$ cat config.mk
export PLATFORM = sky130hd
export DESIGN_NAME = mole_round_fsm
export DESIGN_NICKNAME = d
export VERILOG_FILES = /design/src/rtl/mole_pkg.sv /design/src/rtl/edge_detect.sv /design/src/rtl/mole_round_fsm.sv
export SDC_FILE = /design/constraint.sdc
export NUM_CORES = 1
export LEC_CHECK = 0
export ABC_AREA = 1
export CAP_MARGIN = 0
export CORE_UTILIZATION = 57
export CTS_BUF_LIST = sky130_fd_sc_hd__clkbuf_8
export DETAILED_ROUTE_END_ITERATION = 8
export PLACE_DENSITY = 0.9
export SETUP_SLACK_MARGIN = 0.1
export SYNTH_ARGS = -nofsm -noshare
export SYNTH_HDL_FRONTEND = slang
export SYNTH_SLANG_ARGS = --single-unit
export TNS_END_PERCENT = 1
$ cat constraint.sdc
create_clock -name clk -period 2.2 [get_ports clk]
set_clock_uncertainty 0.1 [all_clocks]
set_input_delay 0.44 -clock clk [delete_from_list [all_inputs] [get_ports clk]]
set_output_delay 0.44 -clock clk [all_outputs]
set_load 0.05 [all_outputs]
$ cat src/rtl/mole_pkg.sv
// Shared definitions for the Whac-A-Mole round controller.
//   state_e : game FSM states
//   RAND_W  : width of the external LFSR value
package mole_pkg;

    localparam int RAND_W = 16;

    typedef enum logic [1:0] {
        IDLE       = 2'd0,
        WAIT_DELAY = 2'd1,
        MOLE_UP    = 2'd2,
        GAME_OVER  = 2'd3
    } state_e;

endpackage

$ cat src/rtl/edge_detect.sv
// Rising-edge detector for a vector of synchronised levels.
//   clk, rst_n : clock, asynchronous active-low reset
//   level      : input levels (already synchronised/debounced)
//   rise       : per-bit rising edge, combinational from level and its
//                registered copy (rise = level & ~level_q)
module edge_detect #(
    parameter int WIDTH = 1
) (
    input  logic             clk,
    input  logic             rst_n,
    input  logic [WIDTH-1:0] level,
    output logic [WIDTH-1:0] rise
);

    logic [WIDTH-1:0] level_d;
    logic [WIDTH-1:0] level_q;

    always_comb begin
        level_d = level;
    end

    always_ff @(posedge clk or negedge rst_n) begin
        if (!rst_n) begin
            level_q <= '0;
        end else begin
            level_q <= level_d;
        end
    end

    assign rise = level & ~level_q;

endmodule

$ cat src/rtl/mole_round_fsm.sv
// Whac-A-Mole game core: random pre-mole delay, one lit mole per round,
// reaction-time measurement in ms, hit/miss/round bookkeeping.
//   clk, rst_n      : clock, asynchronous active-low reset
//   ms_tick         : one-cycle strobe per millisecond
//   start           : level; rising edge starts a game from IDLE/GAME_OVER
//   buttons         : debounced, synchronised button levels
//   rand_value      : free-running LFSR value
//   mole_leds       : one-hot lit mole, zero outside MOLE_UP
//   reaction_ms     : last round's reaction time (held)
//   reaction_valid  : one-cycle pulse when reaction_ms updates
//   timeout         : round ended by timeout (held, qualifies the pulse)
//   hits, misses    : game scores; misses saturates at 255
//   round_active    : high in WAIT_DELAY and MOLE_UP
//   game_over       : high in GAME_OVER
module mole_round_fsm
    import mole_pkg::*;
#(
    parameter int N_MOLES      = 4,
    parameter int MAX_MS       = 2047,
    parameter int MIN_DELAY_MS = 500,
    parameter int N_ROUNDS     = 8
) (
    input  logic                              clk,
    input  logic                              rst_n,
    input  logic                              ms_tick,
    input  logic                              start,
    input  logic [N_MOLES-1:0]                buttons,
    input  logic [RAND_W-1:0]                 rand_value,
    output logic [N_MOLES-1:0]                mole_leds,
    output logic [$clog2(MAX_MS+1)-1:0]       reaction_ms,
    output logic                              reaction_valid,
    output logic                              timeout,
    output logic [$clog2(N_ROUNDS+1)-1:0]     hits,
    output logic [7:0]                        misses,
    output logic                              round_active,
    output logic                              game_over
);

    localparam int RMS_W = $clog2(MAX_MS + 1);
    localparam int HIT_W = $clog2(N_ROUNDS + 1);
    localparam int TGT_W = $clog2(N_MOLES);
    // Delay counter must hold MIN_DELAY_MS plus the largest 10-bit random offset.
    localparam int DLY_W = $clog2(MIN_DELAY_MS + 1024);

    function automatic logic [7:0] sat_inc8(input logic [7:0] v);
        return (v == 8'hFF) ? v : v + 8'd1;
    endfunction

    state_e             state_q,          state_d;
    logic [DLY_W-1:0]   delay_q,          delay_d;
    logic [TGT_W-1:0]   target_q,         target_d;
    logic [RMS_W-1:0]   react_q,          react_d;
    logic [HIT_W-1:0]   round_q,          round_d;
    logic [HIT_W-1:0]   hits_q,           hits_d;
    logic [7:0]         misses_q,         misses_d;
    logic [RMS_W-1:0]   reaction_ms_q,    reaction_ms_d;
    logic               timeout_q,        timeout_d;
    logic               reaction_valid_q, reaction_valid_d;

    logic [N_MOLES-1:0] btn_rise;
    logic [0:0]         start_rise;
    logic [N_MOLES-1:0] tgt_onehot;
    logic [DLY_W-1:0]   new_delay;
    logic [TGT_W-1:0]   new_target;
    logic               end_round;
    logic               unused_rand;

    edge_detect #(.WIDTH(N_MOLES)) u_btn_edge (
        .clk   (clk),
        .rst_n (rst_n),
        .level (buttons),
        .rise  (btn_rise)
    );

    edge_detect #(.WIDTH(1)) u_start_edge (
        .clk   (clk),
        .rst_n (rst_n),
        .level (start),
        .rise  (start_rise)
    );

    // Round parameters drawn from the LFSR at the moment a round is loaded.
    assign new_delay   = DLY_W'(MIN_DELAY_MS) + DLY_W'(rand_value[9:0]);
    assign new_target  = rand_value[RAND_W-1 -: TGT_W];
    assign unused_rand = ^rand_value;

    assign tgt_onehot  = N_MOLES'(1) << target_q;

    always_comb begin
        state_d          = state_q;
        delay_d          = delay_q;
        target_d         = target_q;
        react_d          = react_q;
        round_d          = round_q;
        hits_d           = hits_q;
        misses_d         = misses_q;
        reaction_ms_d    = reaction_ms_q;
        timeout_d        = timeout_q;
        reaction_valid_d = 1'b0;
        end_round        = 1'b0;

        case (state_q)
            IDLE, GAME_OVER: begin
                if (start_rise[0]) begin
                    hits_d   = '0;
                    misses_d = '0;
                    round_d  = '0;
                    delay_d  = new_delay;
                    target_d = new_target;
                    state_d  = WAIT_DELAY;
                end
            end

            WAIT_DELAY: begin
                // An early press beats a simultaneous delay expiry.
                if (|btn_rise) begin
                    misses_d = sat_inc8(misses_q);
                    delay_d  = new_delay;
                end else if (ms_tick) begin
                    if (delay_q == '0) begin
                        react_d = '0;
                        state_d = MOLE_UP;
                    end else begin
                        delay_d = delay_q - DLY_W'(1);
                    end
                end
            end

            MOLE_UP: begin
                if (ms_tick && (react_q != RMS_W'(MAX_MS))) begin
                    react_d = react_q + RMS_W'(1);
                end
                // Exactly the target bit is a hit, even on the timeout tick;
                // any other non-zero edge pattern is a miss.
                if (btn_rise == tgt_onehot) begin
                    reaction_ms_d    = react_q;
                    reaction_valid_d = 1'b1;
                    timeout_d        = 1'b0;
                    hits_d           = hits_q + HIT_W'(1);
                    end_round        = 1'b1;
                end else if (|btn_rise) begin
                    misses_d = sat_inc8(misses_q);
                end else if (ms_tick && (react_q == RMS_W'(MAX_MS))) begin
                    reaction_ms_d    = RMS_W'(MAX_MS);
                    reaction_valid_d = 1'b1;
                    timeout_d        = 1'b1;
                    misses_d         = sat_inc8(misses_q);
                    end_round        = 1'b1;
                end
            end

            default: begin
                state_d = IDLE;
            end
        endcase

        if (end_round) begin
            round_d = round_q + HIT_W'(1);
            if (round_q == HIT_W'(N_ROUNDS - 1)) begin
                state_d = GAME_OVER;
            end else begin
                delay_d  = new_delay;
                target_d = new_target;
                state_d  = WAIT_DELAY;
            end
        end
    end

    always_ff @(posedge clk or negedge rst_n) begin
        if (!rst_n) begin
            state_q          <= IDLE;
            delay_q          <= '0;
            target_q         <= '0;
            react_q          <= '0;
            round_q          <= '0;
            hits_q           <= '0;
            misses_q         <= '0;
            reaction_ms_q    <= '0;
            timeout_q        <= 1'b0;
            reaction_valid_q <= 1'b0;
        end else begin
            state_q          <= state_d;
            delay_q          <= delay_d;
            target_q         <= target_d;
            react_q          <= react_d;
            round_q          <= round_d;
            hits_q           <= hits_d;
            misses_q         <= misses_d;
            reaction_ms_q    <= reaction_ms_d;
            timeout_q        <= timeout_d;
            reaction_valid_q <= reaction_valid_d;
        end
    end

    assign mole_leds      = (state_q == MOLE_UP) ? tgt_onehot : '0;
    assign reaction_ms    = reaction_ms_q;
    assign reaction_valid = reaction_valid_q;
    assign timeout        = timeout_q;
    assign hits           = hits_q;
    assign misses         = misses_q;
    assign round_active   = (state_q == WAIT_DELAY) || (state_q == MOLE_UP);
    assign game_over      = (state_q == GAME_OVER);

endmodule

==> out/results.ini <==
[drt]
dr.pass1.iters=7
drtAntennaViolNets=0
top_layer=met4
routedWlPerCell_um=14.4
drtIter0Drc=272
wl_met3_um=760
wl_met1_um=4080
drcViolationCount=0
routed_wl_um=10800
met2WireLength_um=5620
vias=4197
vias_per_cell=5.60

[power]
total_power_mw=6.55
leakage_nw=2.78
ir_worst_vdd_v=0.000722
power_density_nw_per_um2=1260

[sta]
final.min_clock_period_ns=2.08
rsz0062_at_grt=yes
setup_viol=0
max_slew_margin=0.612
timing.final.ws_setup_ns=0.116
finalHoldViolations=0
finalCritPeriodShare=0.947
fmax_ghz=0.480
finalMaxSlewViolations=0
max_slew.worst_pin.slew_ns=0.580

[clocking]
cts_buffers=9
cts_buffer_depth=2
cts.sinks=60
cts_tree=done
cts_root_buffer=clkbuf_8
htree_levels=3
insertion_delay_ns=0.35
clk_pin_slew_ns=0.08

[cells_and_area]
area_delta_synth_final_pct=27.4
num-fill-cells=526
drive_gt1_frac=0.174
antenna_cells=0
fin_nets=683

[logic_synthesis]
synthCells=575
synth-async-reset-ratio=1.00
syn_avg_cell_area_um2=7.07
ys_seq_area_frac=0.369
synth-main-ff-cell=dfrtp_1
syn_nets=609
synth_seq_cells=60
synth_area_um2=4060
synth_cell_types=36
yosysWarnings=0
synth-edff-count=0

[setup_path]
critPathLaunchType=flip-flop
r2r_slack_ns=0.17
crit_path_start=state_q[0]
crit_arrival_ns=1.54
critPathCapture=mole_leds[0]
r2r-end=react_q[0]
reg2reg_depth=9
critPathKind=reg -> out
crit_path_end_kind=output pin
crit_fanout=6
r2r_start=react_q[1]
worst_ep_required_time_ns=1.66

[floorplanning]
initial_core_util=0.595
io_pins=55
die-area_um2=7470
die_h_um=86.4
die_x_um=86.4
core-area_um2=6830
rows=30

[outcome]
status=finished, final reports clean

[placement]
place_ws_ns=-0.101
gp_congestion=0.940
portBuffers=50
dp_hpwl_um=7590

[global_routing]
grt_pass1_wl_um=17300
grt_usage=0.294
grt-ovfl-total=0
grt_pass1_vias=4058
grt_max_degree=42
grt_antenna_before_repair=0

[job]
drv_cap=0

[hold_path]
hold_class=reg -> reg

## how the worst min path moves through the flow
stage                               from        endpoint  slack, ns  cells past startpoint
final                            timeout         timeout       0.40                      2
after global routing             timeout         timeout       0.43                      2
after CTS                 reaction_ms[1]  reaction_ms[1]       0.40                      2
after detailed placement           rst_n      react_q[7]       0.31                      1
after global placement             rst_n      react_q[7]       0.31                      1
after floorplan                    rst_n      delay_q[0]       0.04                      0
## report_power, final
| group | switching, mW | internal, mW |
|---|---|---|
| Combinational | 2.50 | 1.33 |
| Clock | 0.482 | 0.563 |
| Sequential | 0.265 | 1.40 |
## what timing repair did
item | CTS | global route
endpoints found under the hold margin | 19 | 0
endpoints found under the setup margin | 23 | 45
buffers inserted | 0 | 1
gates resized for setup | 1 | 29
hold buffers | 1 | 0
pin swaps | 0 | 7
## flip-flops by register name, summed over array words and instances (netlist names), 2 cells and up
signal and count:
hits 4, target_q 2, u_btn_edge.level_q 4, react_q 11, round_q 4, delay_q 11
state_q 2, misses 8, reaction_ms 11
## per-stage QoR
step / TNS (ns) / utilization / cell area (um^2) / std cells / hold slack, ns
2_1_floorplan: -0.190 / - / 4060 / 575 / 0.0444
3_3_place_gp: -0.541 / 0.710 / 4850 / 732 / 0.313
3_5_place_dp: -1.81 / 0.710 / 4850 / 732 / 0.314
4_1_cts: 0 / 0.742 / 5070 / 749 / 0.398
5_1_grt: 0 / 0.758 / 5180 / 750 / 0.425
6_report: 0 / 0.758 / 5180 / 750 / 0.396
## critical path, cell delays in order (launching register included)
cell	delay, ns
dfrtp_1	0.44
inv_1	0.09
ha_2	0.18
inv_1	0.11
nor2_1	0.22
buf_12	0.17
## cell usage after synthesis, types with 4 or more instances
cell type,instances,area share
buf_6,4,0.011
o21ai_1,27,0.033
or2_2,14,0.022
nand3_1,72,0.089
nand2_1,176,0.16
clkbuf_1,5,0.0046
o21ai_0,10,0.012
o21ai_2,9,0.019
a21oi_1,10,0.012
inv_2,5,0.0046
dfrtp_1,60,0.37
nor2_1,60,0.055
ha_1,10,0.031
inv_1,54,0.050
nor3_1,6,0.0074
nand2_2,6,0.0092
xor2_1,9,0.019
## routing by layer
metal / track usage / up-vias
met3: 0.0571 / 47
met1: 0.327 / 1966
met4: 0.138 / 0
met5: 0 / -
met2: 0.539 / 197
li1: - / 1987
## placed cells by master (no fill, tap or decap), types with 6 or more instances in the layout
| master | n |
|---|---|
| nand2_1 | 172 |
| nand3_1 | 71 |
| dfrtp_1 | 60 |
| nor2_1 | 58 |
| inv_1 | 54 |
| clkdlybuf4s50_1 | 30 |
| buf_4 | 27 |
| o21ai_1 | 25 |
| or2_2 | 14 |
| dlymetal6s2s_1 | 12 |
| o21ai_2 | 11 |
| nand2_2 | 10 |
| a21oi_1 | 10 |
| clkbuf_8 | 10 |
| o21ai_0 | 9 |
| xor2_1 | 9 |
| buf_12 | 8 |
| ha_1 | 7 |
| nor3_1 | 6 |
## layout make-up
| cell class | count | area, um^2 | area share |
|---|---|---|---|
| sequential | 60 | 1500 | 0.290 |
| clock buffer | 10 | 138 | 0.0266 |
| timing repair buffer | 80 | 837 | 0.162 |
| inverter | 59 | 224 | 0.0432 |
| tap | 96 | 120 | 0.0232 |
| multi-input combinational | 439 | 2290 | 0.442 |
| clock inverter | 6 | 70.1 | 0.0135 |
## kinds of logic (layout without fill, tap and decap cells)
| logic type | count (synthesis) | count (layout) | synth area share |
|---|---|---|---|
| adder cells (fa/ha/maj) | 10 | 10 | 0.0308 |
| XOR/XNOR | 12 | 12 | 0.0259 |
| buffers and inverters | 76 | 155 | 0.0813 |
| AO/OA/AOI/OAI | 60 | 60 | 0.0841 |
| flip-flops | 60 | 60 | 0.369 |
| AND/OR/NAND/NOR | 357 | 357 | 0.409 |
Power figures use the tool's default switching activity.
